--- config.mk ---
export PLATFORM = sky130hd
export DESIGN_NAME = regfile_scoreboard
export DESIGN_NICKNAME = d
export VERILOG_FILES = /design/src/rtl/regfile_scoreboard.sv
export SDC_FILE = /design/constraint.sdc
export NUM_CORES = 2
export LEC_CHECK = 0
export CAP_MARGIN = 20
export CELL_PAD_IN_SITES_DETAIL_PLACEMENT = 1
export CELL_PAD_IN_SITES_GLOBAL_PLACEMENT = 2
export CORE_ASPECT_RATIO = 1.2
export CORE_MARGIN = 2
export CORE_UTILIZATION = 43
export DETAILED_ROUTE_END_ITERATION = 16
export PLACE_DENSITY_LB_ADDON = 0.12
export SLEW_MARGIN = 0
export SYNTH_ARGS = -nofsm -noshare
export SYNTH_HDL_FRONTEND = slang
export SYNTH_SLANG_ARGS = --single-unit
--- constraint.sdc ---
create_clock -name clk -period 5.3 [get_ports clk]
set_input_delay 1.06 -clock clk [delete_from_list [all_inputs] [get_ports clk]]
set_output_delay 1.06 -clock clk [all_outputs]
set_load 0.005 [all_outputs]
--- src/rtl/regfile_scoreboard.sv ---
// ---------------------------------------------------------------------------
// regfile_scoreboard
//   Multi-read-port integer register file with per-register pending
//   (scoreboard) bits and a sequential bulk-clear engine. Decode reads
//   operands and reserves destinations. Writeback writes results and
//   releases those reservations.
//
//   Optional feature macro: REGFILE_BYPASS_EN
//     When defined, a writeback in the current cycle is forwarded to any
//     read port that addresses the same non-zero register. The same port
//     also shows the released pending bit. When undefined, read ports show
//     the array contents until the write edge.
//
// Ports
//   clk, rst_n     rising-edge clock, asynchronous active-low reset
//   read_address   NREAD packed addresses, port k at [k*AW +: AW]
//   read_data      NREAD packed data words, port k at [k*XLEN +: XLEN]
//   read_pending   pending bit of the register seen by each read port
//   write_*        writeback port (strobe, destination, value)
//   issue_*        destination reservation from decode
//   clear_req      start a bulk clear of all registers and pending bits
//   clear_busy     clear engine running; writes and issues are dropped
//   clear_done     one-cycle pulse when the clear has finished
//
// Handshake: there is no back-pressure. write_enable and issue_enable are
// single-cycle strobes that take effect at the next rising edge. While
// clear_busy is high they are discarded. clear_req is sampled only while
// the engine is idle. Requests made during a clear or its done cycle are
// dropped, not queued.
// ---------------------------------------------------------------------------
module regfile_scoreboard #(
    parameter int XLEN  = 32,
    parameter int NREGS = 32,
    parameter int NREAD = 2
) (
    input  logic                          clk,
    input  logic                          rst_n,
    input  logic [NREAD*$clog2(NREGS)-1:0] read_address,
    output logic [NREAD*XLEN-1:0]         read_data,
    output logic [NREAD-1:0]              read_pending,
    input  logic                          write_enable,
    input  logic [$clog2(NREGS)-1:0]      write_address,
    input  logic [XLEN-1:0]               write_data,
    input  logic                          issue_enable,
    input  logic [$clog2(NREGS)-1:0]      issue_address,
    input  logic                          clear_req,
    output logic                          clear_busy,
    output logic                          clear_done
);

    localparam int AW = $clog2(NREGS);

    typedef enum logic [1:0] {
        ST_IDLE  = 2'd0,
        ST_CLEAR = 2'd1,
        ST_DONE  = 2'd2
    } state_e;

    state_e          state_q;
    logic [AW-1:0]   count_q;
    logic            clear_busy_q;
    logic            clear_done_q;

    logic [XLEN-1:0] regs_q [NREGS];
    logic [XLEN-1:0] regs_d [NREGS];
    logic [NREGS-1:0] pending_q;
    logic [NREGS-1:0] pending_d;

    logic            wr_go;
    logic            iss_go;

    // The clear engine owns the array while busy, so the ports are gated off.
    assign wr_go  = write_enable && !clear_busy_q;
    assign iss_go = issue_enable && !clear_busy_q && (issue_address != '0);

    // Next-state of the array and scoreboard.
    always_comb begin
        regs_d    = regs_q;
        pending_d = pending_q;
        if (wr_go && (write_address != '0)) begin
            regs_d[write_address] = write_data;
        end
        if (wr_go) begin
            pending_d[write_address] = 1'b0;
        end
        // Applied after the release so a same-edge re-issue keeps the
        // register reserved for the newer producer.
        if (iss_go) begin
            pending_d[issue_address] = 1'b1;
        end
        if (state_q == ST_CLEAR) begin
            regs_d[count_q]    = '0;
            pending_d[count_q] = 1'b0;
        end
        regs_d[0]    = '0;
        pending_d[0] = 1'b0;
    end

    always_ff @(posedge clk or negedge rst_n) begin
        if (!rst_n) begin
            for (int i = 0; i < NREGS; i++) begin
                regs_q[i] <= '0;
            end
            pending_q <= '0;
        end else begin
            for (int i = 0; i < NREGS; i++) begin
                regs_q[i] <= regs_d[i];
            end
            pending_q <= pending_d;
        end
    end

    // Clear engine: walks x1..x(NREGS-1), one register per cycle. x0 is
    // never written, so it needs no clear cycle.
    always_ff @(posedge clk or negedge rst_n) begin
        if (!rst_n) begin
            state_q      <= ST_IDLE;
            count_q      <= '0;
            clear_busy_q <= 1'b0;
            clear_done_q <= 1'b0;
        end else begin
            clear_done_q <= 1'b0;
            case (state_q)
                ST_IDLE: begin
                    if (clear_req) begin
                        state_q      <= ST_CLEAR;
                        count_q      <= AW'(1);
                        clear_busy_q <= 1'b1;
                    end
                end
                ST_CLEAR: begin
                    if (count_q == AW'(NREGS - 1)) begin
                        state_q      <= ST_DONE;
                        count_q      <= '0;
                        clear_busy_q <= 1'b0;
                        clear_done_q <= 1'b1;
                    end else begin
                        count_q <= count_q + AW'(1);
                    end
                end
                ST_DONE: begin
                    state_q <= ST_IDLE;
                end
                default: begin
                    state_q      <= ST_IDLE;
                    clear_busy_q <= 1'b0;
                end
            endcase
        end
    end

    assign clear_busy = clear_busy_q;
    assign clear_done = clear_done_q;

    // Combinational read ports.
    for (genvar k = 0; k < NREAD; k++) begin : g_read
        logic [AW-1:0]   ra;
        logic [XLEN-1:0] rd;
        logic            rp;

        assign ra = read_address[k*AW +: AW];

        always_comb begin
            rd = regs_q[ra];
            rp = pending_q[ra];
`ifdef REGFILE_BYPASS_EN
            if (wr_go && (write_address == ra)) begin
                rd = write_data;
                rp = iss_go && (issue_address == ra);
            end
`endif
            if (ra == '0) begin
                rd = '0;
                rp = 1'b0;
            end
        end

        assign read_data[k*XLEN +: XLEN] = rd;
        assign read_pending[k]           = rp;
    end

endmodule
-- Yosys cells after proc, flatten, opt, wreduce, memory -nomap -nowiden
Index checks and enable logic that the tools add are counted.
- bits in registers: 1032
- add/sub/neg operators: 1
- $lt $le $gt $ge: 14
- equal/unequal tests: 5
- muxes and demuxes: 41
- bitwise operators: 12
- reductions and logical operators: 19
- operators by type and width (operator ; number):
    $mux W992 ; 2
    $bwmux W1024 ; 1
    $and A992 B992 Y992 ; 1
    $not A992 Y992 ; 1
    $mux W32 ; 11
    $bmux W32 S5 ; 2
    $demux W32 S5 ; 2
    $and A32 B32 Y32 ; 2
    $not A32 Y32 ; 2
    $or A32 B32 Y32 ; 1
    $lt A5 B6 Y1 const B ; 5
    $ge A6 B6 Y1 const B ; 4
    $not A5 Y6 ; 4
    $demux W1 S5 ; 3
    $ge A5 B1 Y1 const B ; 3
    $lt A6 B1 Y1 const B ; 2
    $mux W1 ; 11
    $bmux W1 S5 ; 2
    $logic_not A5 Y1 ; 2
    $mux W5 ; 2
    $pmux W5 S2 ; 1
    $reduce_bool A5 Y1 ; 2
    $logic_and A1 B1 Y1 ; 9
    $add A5 B1 Y5 const B ; 1
    14 further kinds ; 16

-- Logic depth before layout (Yosys ltp)
- depth after elaboration: 11
- depth in mapped cells: 10
- depth with buffers taken out: 7

-- Worst setup path before layout
Ideal clock, no wire load.
- path type: input port to output port
- start: input read_address[0]
- end: output read_pending[0]
- arrival time: 2459 ps
- data required time: 4240 ps
- slack: 1781 ps
- cell stages on the path: 10
- buffers on the path: 6
- path through: buf_2 > buf_6 > buf_6 > buf_6 > buf_6 > mux2i_1 > o22ai_1 > nor3_1 > nor3_1 > buf_4
- cells in the longest elaborated chain, start to end: 3
- RTL lines (item ; line ; RTL):
    start, declared ; 38 ; input logic [NREAD*$clog2(NREGS)-1:0] read_address,
    $bmux W1 S5 ; 165 ; rp = pending_q[ra];
    $mux W1 (implied by the code) ; 165 ;
    $mux W1 * ; 172 ; if (ra == '0) begin
    end, declared ; 40 ; output logic [NREAD-1:0] read_pending,
Mark *: on every way between the ends. The rest lies on a longest branch, timed or not. The select of a mux whose other input is x is not followed.

-- Final worst setup path
- start: input read_address[9]
- end: output read_data[44]
- cells in the longest elaborated chain, start to end: 5
- RTL lines (item ; line ; RTL):
    $not A5 Y6 (implied by the code) ; 164 ; rd = regs_q[ra];
    $bmux W32 S5 ; 164 ;
    $mux W32 (implied by the code) (2 in series) ; 164 ;
    $mux W32 * ; 172 ;
    end, declared ; 39 ; output logic [NREAD*XLEN-1:0] read_data,
Marks and branches as above.

==> results.yml <==
outcome:
  outcome: "complete, but fails checks"
  violations: "setup timing"
synthesis:
  synth_warnings: 0
  yosysTopAreaCell: "dfrtp_1"
  ys_ff_latch: 1032
  synth_top_area_share_pct: 44.01
  yosysMostFrequentCell: "nand2_1"
  avgSynthCellArea_um2: 9.014
  syn_nets: 6572
  syn_inst: 6510
  ys.flop_type: "dfrtp_1"
  ys_seq_area_share_pct: 44.01
  synth_area_um2: 58680
  synthTopCellsByCount: "nand2_1, dfrtp_1, a21oi_1"
  synth_edf_count: 0
  yosysUniqueCellTypes: 50
  ys_top_cells_by_area: "dfrtp_1, nand2_1, mux2i_1, a21oi_1, mux4_2"
  async_flop_share_pct: 100.0
sta:
  timing.final.max_slew_violations: 0
  report.final.hold_viol_count: 0
  slew_headroom_pct: 22.52
  grt_setup_unrepaired: "false"
  timing.final.crit_share_pct: 101.2
  fin_ws_ns: -0.06479
  holdWs_ns: 0.3852
  min_period_ns: 5.365
  clock_skew_ns: 0.03148
  clock.fmax_mhz: 186.4
  tightest_slew_ns: 1.162
  finalSetupViolations: 2
pwr:
  power.leakage_nw: 28.04
  ir_drop_v: 0.0002746
  power_mw: 22.43
  power_per_cell_area_nw_per_um2: 337.6
floorplan:
  die_area_um2: 139500
  io_pins: 125
  chipHeight_um: 408.7
  die_x_um: 341.2
  row_count: 148
  start_util_pct: 43.29
  coreArea_um2: 135600
clock_tree:
  cts_buffers: 116
  cts_buffer_depth: 3
  cts.reportedPaths.clkPinSlew_ns: 0.06
  cts_root_buf: "clkbuf_16"
  htreeDepth: 3
  cts_tree: "built"
  postCtsHoldBufs: 0
  cts_sinks: 1032
  clk_latency_ns: 0.77
  post_cts_buffers: 0
setup_path:
  startpoint_type: "input port"
  critPathKind: "input port to output pin"
  cp_top_family: "buffers and inverters"
  cp_slowest_cell: "clkdlybuf4s50_1"
  critPathMaxStageDelay_ns: 0.73
  crit_arrival_ns: 4.30
  worstSetupEndpointType: "output pin"
  critPathBufInv: 4
  critical_path.cell_chain: "clkdlybuf4s50_1 -> or3b_2 -> buf_4 -> o22ai_1 -> o31a_1 -> nor3_1 -> buf_4 -> clkdlybuf4s50_1"
  cp_max_fo: 12
  r2r_cells: 5
  cp.depth: 8
  cp_data_required_time_ns: 4.24
placed_design:
  gp_congestion: 0.9227
  post-place-ws_ns: -0.2046
  dp_cells: 8094
  io_buffers: 124
  dpl.hpwl_um: 171800
detailed_routing:
  via_per_inst: 6.463
  routed_wl_um: 268800
  drtPass1Iterations: 5
  drtIter0Drc: 5541
  drc: 0
  dr_total_vias: 53740
  wl_per_cell_um: 32.33
  ant_nets: 0
finish:
  drive_gt1_share_pct: 16.13
  utilization_pct: 49.00
  fin_cells: 8315
  syn_to_final_growth_pct: 13.19
  nets: 6476
grt:
  antenna_found_initial: 15
  grt_max_degree: 120
  overflow: 0
  grt_pass1_vias: 55530
  grt.total_usage_pct: 38.01
  grt_first_pass_wirelength_um: 392200
hold_path:
  hold_class: "input port to async pin"
run:
  maxCapViolCount: 0
==> state kept, by name (all words and copies together) (netlist names) <==
name / flops
regs_q: 992
count_q: 5
clear_busy: 1
pending_q: 31
state_q: 2
clear_done: 1
==> per-layer routing <==
metal	routed length [um]	share of wire, %	GRT usage, %	vias up
met5	142	0.053	0	-
met3	20760	7.7	7.320	678
met1	108200	40	49.37	28130
met2	126500	47	61.21	2349
li1	-	-	-	22570
met4	13170	4.9	17.58	24
==> logic make-up after synthesis <==
logic type	after synthesis	synth area share [%]
muxes	863	17.99
adders and majority gates	5	0.1066
AOI/OAI and AO/OA	1556	15.74
and+or+nand+nor	2404	16.62
buffers and inverters	650	5.544
DFF	1032	44.01
==> timing repair <==
| action | in CTS | in global routing |
|---|---|---|
| setup endpoints to repair | 9 | 1 |
| resized for setup | 2 | 1 |
| pin swaps | 0 | 0 |
==> cell type report <==
cell class                      instances  area [um^2]
Antenna cell                            4        10.01
Clock buffer                          174         3482
Clock inverter                         41        508.0
Fill cell                           15420        69130
Inverter                                6        22.52
Multi-Input combinational cell       4828        30170
Sequential cell                      1032        25820
Tap cell                             1800         2252
Timing Repair Buffer                  430         4155
==> where the power goes <==
| group | leakage, nW | total, mW | switching [mW] | internal, mW |
|---|---|---|---|---|
| combinational | 11.7 | 4.48 | 2.89 | 1.58 |
| clock | 1.99 | 8.68 | 3.64 | 5.04 |
| sequential | 14.3 | 9.27 | 0.662 | 8.60 |
==> placed cells by master, fill, tap and decap left out, drive strengths merged, types with 3 or more instances in the layout <==
cell and instances:
or3b 6, nand3 31, clkbuf 174, and3 3, a221oi 64, a21oi 996
and3b 4, o21ai 5, and2 7, o31a 64, or2 5, nand2 2005
a22oi 91, dfrtp 1032, mux2i 537, o22ai 328, nor3b 6, diode 4
mux4 134, buf 313, mux2 192, nor2 97, a22o 4, clkdlybuf4s50 116
nor2b 7, bufinv 11, ha 5, a32oi 3, nand3b 9, nor3 204
nand2b 9, inv 8, clkinv 26
==> stage by stage <==
stage                     cell area [um^2]  setup TNS [ns]
after floorplan                      58680               0
after global placement               62330         -0.3962
after detailed placement             62370         -0.5468
after CTS                            66370               0
after global routing                 66420               0
final                                66420        -0.07960
==> path summary, 6_finish.rpt <==
| kind | endpoint | start | slack [ns] |
|---|---|---|---|
| setup reg to reg | regs_q[399]$_DFF_PN0_ | state_q[1]$_DFFE_PN0P_ | 1.97 |
| min in group clk | state_q[0]$_DFFE_PN0P_ | state_q[1]$_DFFE_PN0P_ | 0.52 |
| max in group asynchronous | regs_q[829]$_DFF_PN0_ | rst_n | 3.66 |
| hold / removal | regs_q[619]$_DFF_PN0_ | rst_n | 0.39 |
| setup / recovery | read_data[44] | read_address[9] | -0.06 |
| hold reg to reg | state_q[0]$_DFFE_PN0P_ | state_q[1]$_DFFE_PN0P_ | 0.52 |
No activity file was read; power rests on OpenSTA's default activity.
